===== src/rtl/fsm_arb_pkg.sv =====
// Shared constants and types for the run-controller round-robin scheduler.
// Latency: n/a (declarations only).
// Backpressure: n/a.
package fsm_arb_pkg;

    // State encoding of the shared run controller
    localparam logic [1:0] FSM_INIT = 2'd0;
    localparam logic [1:0] FSM_RUN  = 2'd1;
    localparam logic [1:0] FSM_WAIT = 2'd2;
    localparam logic [1:0] FSM_BAD  = 2'd3;

    // Default cycle budget for CHK/HOLD before a fault is declared
    localparam int DEF_TIMEOUT = 15;

    // Scheduler states
    typedef enum logic [2:0] {
        ST_SYNC  = 3'd0,
        ST_IDLE  = 3'd1,
        ST_START = 3'd2,
        ST_CHK   = 3'd3,
        ST_HOLD  = 3'd4,
        ST_DONE  = 3'd5
    } arb_state_e;

endpackage


===== src/rtl/fsm_arb_rr_pick.sv =====
// Combinational round-robin picker: first set request after the pointer, with wrap.
// Latency: zero cycles (pure combinational).
// Backpressure: none; vld_o low when no request is set.
module rr_pick #(
    parameter int N_REQ = 4,
    parameter int PW    = $clog2(N_REQ)
) (
    input  logic [N_REQ-1:0] req_i,
    input  logic [PW-1:0]    ptr_i,
    output logic [N_REQ-1:0] gnt_o,
    output logic [PW-1:0]    idx_o,
    output logic             vld_o
);

    // Scan ptr+1 .. ptr+N_REQ (mod N_REQ); the first hit wins
    always_comb begin
        int j;
        j     = 0;
        gnt_o = '0;
        idx_o = '0;
        vld_o = 1'b0;
        for (int k = 1; k <= N_REQ; k++) begin
            j = int'(ptr_i) + k;
            if (j >= N_REQ) j = j - N_REQ;
            if (!vld_o && req_i[PW'(j)]) begin
                vld_o           = 1'b1;
                idx_o           = PW'(j);
                gnt_o[PW'(j)]   = 1'b1;
            end
        end
    end

endmodule


===== src/rtl/fsm_arb.sv =====
// Round-robin scheduler sequencing one INIT->RUN->(INIT|WAIT->INIT) controller cycle per grant.
// Latency: req sample to fsm_start 1 cycle; done 4 cycles after sample (mode=1), 6+hold (mode=0).
// Backpressure: one grant at a time; new requests wait in IDLE, next START >= 2 cycles after DONE.
module fsm_arb
    import fsm_arb_pkg::*;
#(
    parameter int N_REQ   = 4,
    parameter int HOLD_W  = 4,
    parameter int TIMEOUT = DEF_TIMEOUT
) (
    input  logic              clk,
    input  logic              rst,
    input  logic [N_REQ-1:0]  req,
    input  logic [N_REQ-1:0]  req_mode,
    input  logic [HOLD_W-1:0] hold,
    input  logic [1:0]        fsm_state,
    output logic              fsm_start,
    output logic              fsm_stop,
    output logic              fsm_mode,
    output logic [N_REQ-1:0]  gnt,
    output logic [N_REQ-1:0]  done,
    output logic              busy,
    output logic              err
);

    localparam int PW = $clog2(N_REQ);
    localparam int TW = $clog2(TIMEOUT + 1);

    arb_state_e        state_q;
    logic [PW-1:0]     ptr_q;
    logic [PW-1:0]     idx_q;
    logic [N_REQ-1:0]  gnt_q;
    logic [N_REQ-1:0]  done_q;
    logic [HOLD_W-1:0] hold_q;
    logic [TW-1:0]     tcnt_q;
    logic [TW-1:0]     tcnt_d;
    logic              fsm_start_q;
    logic              fsm_mode_q;
    logic              busy_q;
    logic              err_q;

    logic [N_REQ-1:0]  pick_gnt;
    logic [PW-1:0]     pick_idx;
    logic              pick_vld;
    logic              tmo;
    logic              fault;

    rr_pick #(
        .N_REQ (N_REQ),
        .PW    (PW)
    ) u_pick (
        .req_i (req),
        .ptr_i (ptr_q),
        .gnt_o (pick_gnt),
        .idx_o (pick_idx),
        .vld_o (pick_vld)
    );

    // Fault detection: illegal controller code anywhere, or CHK/HOLD overrunning its budget
    always_comb begin
        tcnt_d = tcnt_q + 1'b1;
        tmo    = ((state_q == ST_CHK) || (state_q == ST_HOLD)) && (tcnt_d == TW'(TIMEOUT));
        fault  = (fsm_state == FSM_BAD) || tmo;
    end

    // Stop is combinational so the controller leaves WAIT the same cycle the condition holds
    always_comb begin
        fsm_stop = 1'b0;
        if (!rst) begin
            case (state_q)
                ST_SYNC: fsm_stop = (fsm_state == FSM_WAIT);
                ST_HOLD: fsm_stop = (hold_q == '0) && (fsm_state == FSM_WAIT);
                default: fsm_stop = 1'b0;
            endcase
        end
    end

    // Scheduler state machine with registered outputs
    always_ff @(posedge clk or posedge rst) begin
        if (rst) begin
            state_q     <= ST_SYNC;
            ptr_q       <= PW'(N_REQ - 1);
            idx_q       <= '0;
            gnt_q       <= '0;
            done_q      <= '0;
            hold_q      <= '0;
            tcnt_q      <= '0;
            fsm_start_q <= 1'b0;
            fsm_mode_q  <= 1'b0;
            busy_q      <= 1'b1;
            err_q       <= 1'b0;
        end else begin
            err_q       <= 1'b0;
            done_q      <= '0;
            fsm_start_q <= 1'b0;
            if (fault) begin
                // Abandon the sequence without completion and resynchronise the controller
                state_q <= ST_SYNC;
                gnt_q   <= '0;
                err_q   <= 1'b1;
                busy_q  <= 1'b1;
                tcnt_q  <= '0;
            end else begin
                case (state_q)
                    ST_SYNC: begin
                        if (fsm_state == FSM_INIT) begin
                            state_q <= ST_IDLE;
                            busy_q  <= 1'b0;
                            tcnt_q  <= '0;
                        end
                    end
                    ST_IDLE: begin
                        if (pick_vld) begin
                            state_q     <= ST_START;
                            gnt_q       <= pick_gnt;
                            idx_q       <= pick_idx;
                            fsm_mode_q  <= req_mode[pick_idx];
                            fsm_start_q <= 1'b1;
                            busy_q      <= 1'b1;
                            tcnt_q      <= '0;
                        end
                    end
                    ST_START: begin
                        state_q <= ST_CHK;
                        tcnt_q  <= '0;
                    end
                    ST_CHK: begin
                        if (fsm_state == FSM_INIT) begin
                            state_q <= ST_DONE;
                            done_q  <= gnt_q;
                            tcnt_q  <= '0;
                        end else if (fsm_state == FSM_WAIT) begin
                            state_q <= ST_HOLD;
                            hold_q  <= hold;
                            tcnt_q  <= '0;
                        end else begin
                            tcnt_q  <= tcnt_d;
                        end
                    end
                    ST_HOLD: begin
                        if (fsm_state == FSM_INIT) begin
                            state_q <= ST_DONE;
                            done_q  <= gnt_q;
                            tcnt_q  <= '0;
                        end else begin
                            tcnt_q <= tcnt_d;
                            if (hold_q != '0) hold_q <= hold_q - 1'b1;
                        end
                    end
                    ST_DONE: begin
                        state_q <= ST_IDLE;
                        gnt_q   <= '0;
                        ptr_q   <= idx_q;
                        busy_q  <= 1'b0;
                        tcnt_q  <= '0;
                    end
                    default: begin
                        state_q <= ST_SYNC;
                        gnt_q   <= '0;
                        busy_q  <= 1'b1;
                        tcnt_q  <= '0;
                    end
                endcase
            end
        end
    end

    assign fsm_start = fsm_start_q;
    assign fsm_mode  = fsm_mode_q;
    assign gnt       = gnt_q;
    assign done      = done_q;
    assign busy      = busy_q;
    assign err       = err_q;

endmodule


===== config.mk =====
export PLATFORM = sky130hd
export DESIGN_NAME = fsm_arb
export DESIGN_NICKNAME = d
export VERILOG_FILES = /design/src/rtl/fsm_arb_pkg.sv /design/src/rtl/fsm_arb_rr_pick.sv /design/src/rtl/fsm_arb.sv
export SDC_FILE = /design/constraint.sdc
export NUM_CORES = 1
export LEC_CHECK = 0
export ABC_AREA = 1
export BUFFER_PORTS_ARGS = -buffer_cell sky130_fd_sc_hd__buf_2
export CORE_MARGIN = 4
export CORE_UTILIZATION = 40
export CTS_CLUSTER_SIZE = 14
export DETAILED_ROUTE_END_ITERATION = 10
export GPL_TIMING_DRIVEN = 0
export PLACE_DENSITY = 0.67
export SLEW_MARGIN = 30
export SYNTH_ARGS = -nofsm -noshare
export SYNTH_HDL_FRONTEND = slang
export SYNTH_SLANG_ARGS = --single-unit

===== constraint.sdc =====
create_clock -name clk -period 2.2 [get_ports clk]
set_input_delay 0.33 -clock clk [delete_from_list [all_inputs] [get_ports clk]]
set_output_delay 0.33 -clock clk [all_outputs]
set_load 0.005 [all_outputs]

Word level (Yosys, flattened, before mapping)
Index checks and enable logic that the tools add are counted.
W data, S select, Z words.
- bits in registers: 27
- output and inout bits: 13
- input port bits: 16
- logic and storage cells: 158
- eq/ne operators: 18
- muxes and demuxes: 73
- bitwise gates (word level): 4
- reductions and logical operators: 29
- $lt $le $gt $ge: 13
- $add $sub $neg: 10
- operator list (kind ; count):
    $mux W4 ; 19
    $mux W1 ; 25
    $mux W3 ; 6
    $pmux W3 S6 ; 1
    $lt A2 B4 Y1 const B ; 4
    $mux W2 ; 8
    $pmux W4 S2 ; 2
    $pmux W4 S4 ; 1
    $or A4 B4 Y4 ; 3
    $bmux W1 S2 ; 5
    $ge A3 B3 Y1 const B ; 3
    $logic_and A1 B1 Y1 ; 9
    $demux W1 S2 ; 4
    $ge A2 B1 Y1 const B ; 4
    $ne A2 B1 Y1 const B ; 4
    $sub A2 B1 Y2 const B ; 4
    $add A2 B2 Y3 const B ; 2
    $eq A3 B2 Y1 const B ; 2
    $eq A3 B3 Y1 const B ; 2
    $ne A3 B3 Y1 const B ; 2
    $reduce_and A2 Y1 ; 3
    $reduce_and A3 Y1 ; 2
    $reduce_and A6 Y1 ; 1
    $add A2 B3 Y4 const B ; 1
    other kinds (25) ; 30

Depth between registers and ports, before layout
- depth after elaboration: 19
- gate-level depth with buffers: 16
- mapped depth without buffers: 14

By module
From an unflattened synthesis, not the netlist that was laid out.
- cells, all modules: 278
- area, all modules: 2088.3 um^2
- by module, submodules not included (module ; area an instance (um^2) ; instances ; seq. area each (um^2) ; cells an instance):
    fsm_arb ; 1527.7 ; 1 ; 679.4 ; 192
    rr_pick ; 560.5 ; 1 ; 0.0 ; 86

Worst setup path after synthesis
Ideal clock, no wire load.
- kind: register to register
- start point: register ptr_q[1]
- end point: register fsm_mode_q (netlist: fsm_mode)
- stages on the path, launching flop included: 16
- required time: 2.084 ns
- slack: -0.005 ns
- arrival time: 2.088 ns
- library setup time: 0.116 ns
- cells stage by stage: dfstp_2 > clkbuf_2 > inv_1 > ha_1 > inv_1 > nand3_2 > nand2_4 > nor2_4 > nor2_2 > nand2_2 > nand2_2 > nand2_1 > nand3_1 > nand2_1 > nand2_1 > nand2_1
- longest elaborated chain between the ends: 18
- elaborated cells on any way between the ends: 45
- ends and longest elaborated chain (what ; RTL line ; text):
    start, declared ; fsm_arb.sv:30 ; logic [PW-1:0] ptr_q;
    start signal, assigned ; fsm_arb.sv:82 ; ptr_q <= PW'(N_REQ - 1);
    start signal, assigned ; fsm_arb.sv:153 ; ptr_q <= idx_q;
    $add A2 B1 Y3 ; fsm_arb_rr_pick.sv:23 ; j = int'(ptr_i) + k;
    $ge A3 B3 Y1 or $sub A2 B1 Y2 (tied branches) ; fsm_arb_rr_pick.sv:24 ; if (j >= N_REQ) j = j - N_REQ;
    $mux W2 ; fsm_arb_rr_pick.sv:24 ;
    $bmux W1 S2 ; fsm_arb_rr_pick.sv:25 ; if (!vld_o && req_i[PW'(j)]) begin
    $mux W1 (implied by the code) (2 in series) ; fsm_arb_rr_pick.sv:25 ;
    $mux W1 ; fsm_arb_rr_pick.sv:25 ;
    $logic_not A1 Y1 ; fsm_arb_rr_pick.sv:25 ;
    $logic_and A1 B1 Y1 ; fsm_arb_rr_pick.sv:25 ;
    $mux W1 ; fsm_arb_rr_pick.sv:25 ;
    $logic_not A1 Y1 ; fsm_arb_rr_pick.sv:25 ;
    $logic_and A1 B1 Y1 ; fsm_arb_rr_pick.sv:25 ;
    $mux W1 ; fsm_arb_rr_pick.sv:25 ;
    $logic_not A1 Y1 ; fsm_arb_rr_pick.sv:25 ;
    $logic_and A1 B1 Y1 ; fsm_arb_rr_pick.sv:25 ;
    $mux W2 ; fsm_arb_rr_pick.sv:25 ;
    $bmux W1 S2 ; fsm_arb.sv:117 ; fsm_mode_q <= req_mode[pick_idx];
    $mux W1 (implied by the code) ; fsm_arb.sv:117 ;
    end signal, assigned ; fsm_arb.sv:117 ;
    end, declared ; fsm_arb.sv:38 ; logic fsm_mode_q;
Several ways; a longest one is shown, not always the timed one. The select of a mux whose other input is x is not followed.
A chain may end at the register's enable or synchronous reset.

Worst setup path after layout
- start point: register ptr_q[0]
- end point: register fsm_mode_q (netlist: fsm_mode)
The elaborated chain is that of the path after synthesis.

==> flow_summary.json <==
{
  "outcome": "complete, no violations",
  "drt_pre_antenna_iters": 4,
  "clk-insertion-delay-late_ns": 0.27,
  "antenna_cells_inserted": 0,
  "category_of_the_critical_setup_timing_path": "reg -> reg",
  "mostFrequentLayoutCell": "sky130_fd_sc_hd__nand2_1",
  "synthXorXnorAreaFrac_pct": 1.26,
  "grt_antenna_before_repair": 0,
  "power.share.combinational_pct": 68.1,
  "critPathMostFrequentCell": "sky130_fd_sc_hd__nand2_1",
  "timing.critical_path.slowest_cell_delay_ns": 0.55,
  "regToRegStartpoint": "ptr_q[0]$_DFFE_PP1P_",
  "critical_path.top_delay_family": "simple AND/OR/NAND/NOR gates",
  "synth_fp_nets": 301,
  "critical-path-slowest-cell": "sky130_fd_sc_hd__dfstp_2",
  "synth_top_area_share_pct": 28.8,
  "final-setup-viol-count": 0,
  "cts.sinks": 27,
  "cellLeakagePower_nw": 1.29,
  "grt.overflow.total": 0,
  "cts_hold_buf": 0,
  "p_int_mw": 1.63,
  "detailedPlacementHpwl_um": 3340,
  "min-delay-path-class": "in -> async",
  "timing.final.hold_violations": 0,
  "clock-skew-final_ns": 0.00970,
  "clock_tree.root_cell": "sky130_fd_sc_hd__clkbuf_8",
  "drt-wirelength-per-cell_um": 11.4,
  "post_route_cells_drive_above_1_share_pct": 31.3,
  "final_min_period_over_clock_period_pct": 92.9,
  "power.ir.vdd_worst_v": 0.000670,
  "area_growth_pct": 19.5,
  "initial_utilization_pct": 41.1,
  "rows": 26,
  "cts_made_buffers": 3,
  "p_switching_mw": 1.71,
  "buffer_ports.inserted": 28,
  "grt_pass1_wl_um": 7530,
  "max_cap_viol_count": 0,
  "synthFlopType": "sky130_fd_sc_hd__dfrtp_1",
  "utilization_pct": 49.2,
  "die_span_y_um": 80.3,
  "critical_path.startpoint_type": "flop",
  "synth_top_area_cells": "sky130_fd_sc_hd__dfrtp_1, sky130_fd_sc_hd__nand2_1, sky130_fd_sc_hd__ha_1",
  "worst-slew-pin-transition_ns": 0.556,
  "worst-r2r-cell-count": 14,
  "worstPathMaxFanout": 14,
  "synth.area.mux_share_pct": 0,
  "boundaryPins": 29,
  "critPathCaptureType": "flop",
  "fraction_of_the_mapped_netlist_area_in_compound_gates_pct": 11.7,
  "critical_path.cell_chain": "buf_6 -> inv_6 -> ha_4 -> inv_6 -> nand3_4 -> nand2_8 -> inv_8 -> nand4_4 -> nand2_4 -> nand3_1 -> nand3_1 -> nand2_1 -> nand2_1 -> nand2_1",
  "ff_latch_count_synth": 27,
  "seqPwrFrac_pct": 23.5,
  "fmax_mhz": 489,
  "vias_per_cell": 4.79,
  "yosys.cell_types.count": 36,
  "final_antenna_net_count": 0,
  "synth.avg_cell_area_um2": 7.65,
  "numPlacedInstances": 371,
  "finalMaxSlewViolations": 0,
  "ys_async_sr_fraction_pct": 100,
  "synth_area_leader_cell": "sky130_fd_sc_hd__dfrtp_1",
  "synth-warning-count": 0,
  "synth-seq-area-share_pct": 32.5,
  "floorplan.die_area_um2": 6440,
  "grt_start_max_net_pins": 28,
  "nFillCells": 500,
  "fin_nets": 339,
  "power.clock.fraction_pct": 8.3,
  "grt_pass1_vias": 1764,
  "gp_congestion": 0.938,
  "number_of_remaining_drc_errors": 0,
  "globalRouteTotalUtil_pct": 14.2,
  "floorplan.core_area_um2": 5070,
  "critical_path_buf_inv_count": 4,
  "clock_tree.buffer_depth": 2,
  "yosys.area_share.adder_pct": 7.19,
  "slew_headroom_pct": 62.9,
  "worst-endpoint-required_ns": 2.36,
  "number_of_flops_mapped_to_enable_cells_by_yosys": 0,
  "cts.reportedPaths.clkPinSlew_ns": 0.09,
  "fin_cells": 380,
  "cts.htree.levels": 1,
  "synthCells": 273,
  "tritoncts": "built",
  "most_frequent_cells_in_the_layout": "sky130_fd_sc_hd__nand2_1, sky130_fd_sc_hd__inv_1, sky130_fd_sc_hd__buf_2",
  "regToRegEndpoint": "fsm_mode$_DFFE_PP0P_",
  "post_synth_and_or_nand_nor_area_fraction_pct": 37.6,
  "combined_area_of_all_synthesized_cells_um2": 2090,
  "finalWirelength_um": 4320,
  "total_power_mw": 3.34,
  "setup.reg_to_reg.worst_slack_ns": 0.16,
  "power.density_nw_per_um2": 1340,
  "route.vias.total": 1821,
  "chipWidth_um": 80.3,
  "timing.final.crit_period_ns": 2.04,
  "synth_top_family_by_area": "simple AND/OR/NAND/NOR gates",
  "netSwitchingFraction_pct": 51.2,
  "worstPathArrival_ns": 2.21,
  "iter_0_drt_violations": 112
}
-- worst max path at each step --
stage,start,to,slack (ns),depth (start not counted)
after global placement,ptr_q[1]$_DFFE_PP1P_,fsm_mode$_DFFE_PP0P_,-0.30,14
after detailed placement,ptr_q[1]$_DFFE_PP1P_,fsm_mode$_DFFE_PP0P_,-0.32,14
after floorplan,ptr_q[1]$_DFFE_PP1P_,fsm_mode$_DFFE_PP0P_,0.03,14
final,ptr_q[0]$_DFFE_PP1P_,fsm_mode$_DFFE_PP0P_,0.16,14
after CTS,ptr_q[0]$_DFFE_PP1P_,gnt[1]$_DFFE_PP0P_,0.02,14
after global routing,ptr_q[0]$_DFFE_PP1P_,fsm_mode$_DFFE_PP0P_,-0.005,15
-- worst reg2reg max path, stage by stage (launching register included) --
cell                      delay [ns]
sky130_fd_sc_hd__dfstp_2        0.55
sky130_fd_sc_hd__buf_6          0.13
sky130_fd_sc_hd__inv_6          0.08
sky130_fd_sc_hd__ha_4           0.34
sky130_fd_sc_hd__inv_6          0.06
sky130_fd_sc_hd__nand3_4        0.09
sky130_fd_sc_hd__nand2_8        0.09
sky130_fd_sc_hd__inv_8          0.07
sky130_fd_sc_hd__nand4_4        0.12
sky130_fd_sc_hd__nand2_4        0.12
sky130_fd_sc_hd__nand3_1        0.07
sky130_fd_sc_hd__nand3_1        0.08
sky130_fd_sc_hd__nand2_1        0.05
sky130_fd_sc_hd__nand2_1        0.05
sky130_fd_sc_hd__nand2_1        0.05
-- flip-flops by register name, indices dropped and copies added, names as in the netlist --
register	cells
busy	1
done	4
err	1
fsm_mode	1
fsm_start	1
gnt	4
hold_q	4
idx_q	2
ptr_q	2
state_q	3
tcnt_q	4
-- layer usage --
layer  GRT usage [%]  share of wire [%]  vias up
met5               0                  0        -
met2            26.3                 51       34
li1                -                  -      957
met1            17.5                 45      830
met4            1.69                  0        0
met3            2.35                3.5        0
-- kinds of logic after synthesis --
kind of cell	count (synthesis)
and+or+nand+nor	143
AOI/OAI and AO/OA	42
xor gates and xnor gates	3
DFF	27
buffers and inverters	46
adders and majority gates	12
-- cell type report --
type                            count  area (um2)  area share [%]
Buffer                              1        11.3           0.451
Clock buffer                        4        45.0            1.81
Inverter                           43         185            7.42
Multi-Input combinational cell    200        1290            51.9
Sequential cell                    27         679            27.2
Tap cell                           70        87.6            3.51
Timing Repair Buffer               35         193            7.72
-- power groups by stage --
stage | registers (mW) | logic, mW | clock network, mW
floorplan | 0.784 | 1.59 | 0
global placement | 0.801 | 1.93 | 0
detailed placement | 0.806 | 1.95 | 0
CTS | 0.787 | 2.05 | 0.292
global route | 0.812 | 2.56 | 0.315
finish | 0.787 | 2.28 | 0.278
-- stage by stage --
step / worst slack [ns] / hold slack (ns) / TNS [ns] / cell area, um2
after global placement: -0.298 / 0.460 / -3.22 / 2320
after detailed placement: -0.317 / 0.435 / -4.01 / 2320
after floorplan: 0.0286 / 0.380 / 0 / 2090
after CTS: 0.0186 / 0.136 / 0 / 2400
after global routing: -0.00546 / 0.162 / -0.00546 / 2490
final: 0.156 / 0.106 / 0 / 2490
-- repair_timing --
item                       in CTS  in global routing
setup endpoints to repair      16                 17
gates resized for setup         4                 20
hold endpoints to repair        0                  0
buffers inserted                3                  4
pin swaps                       1                  7
-- synth_stat cells (all sizes together), types with 2 or more instances --
| library cell | n |
|---|---|
| dfstp | 3 |
| a21oi | 16 |
| buf | 2 |
| dfrtp | 24 |
| nand4 | 6 |
| nand2 | 76 |
| nor2 | 31 |
| o21ai | 15 |
| a22oi | 2 |
| a31oi | 2 |
| inv | 43 |
| ha | 12 |
| nand3 | 27 |
| xnor2 | 2 |
| nor3 | 2 |
| o211ai | 4 |
Note: power is estimated with default switching activity, not from simulation.
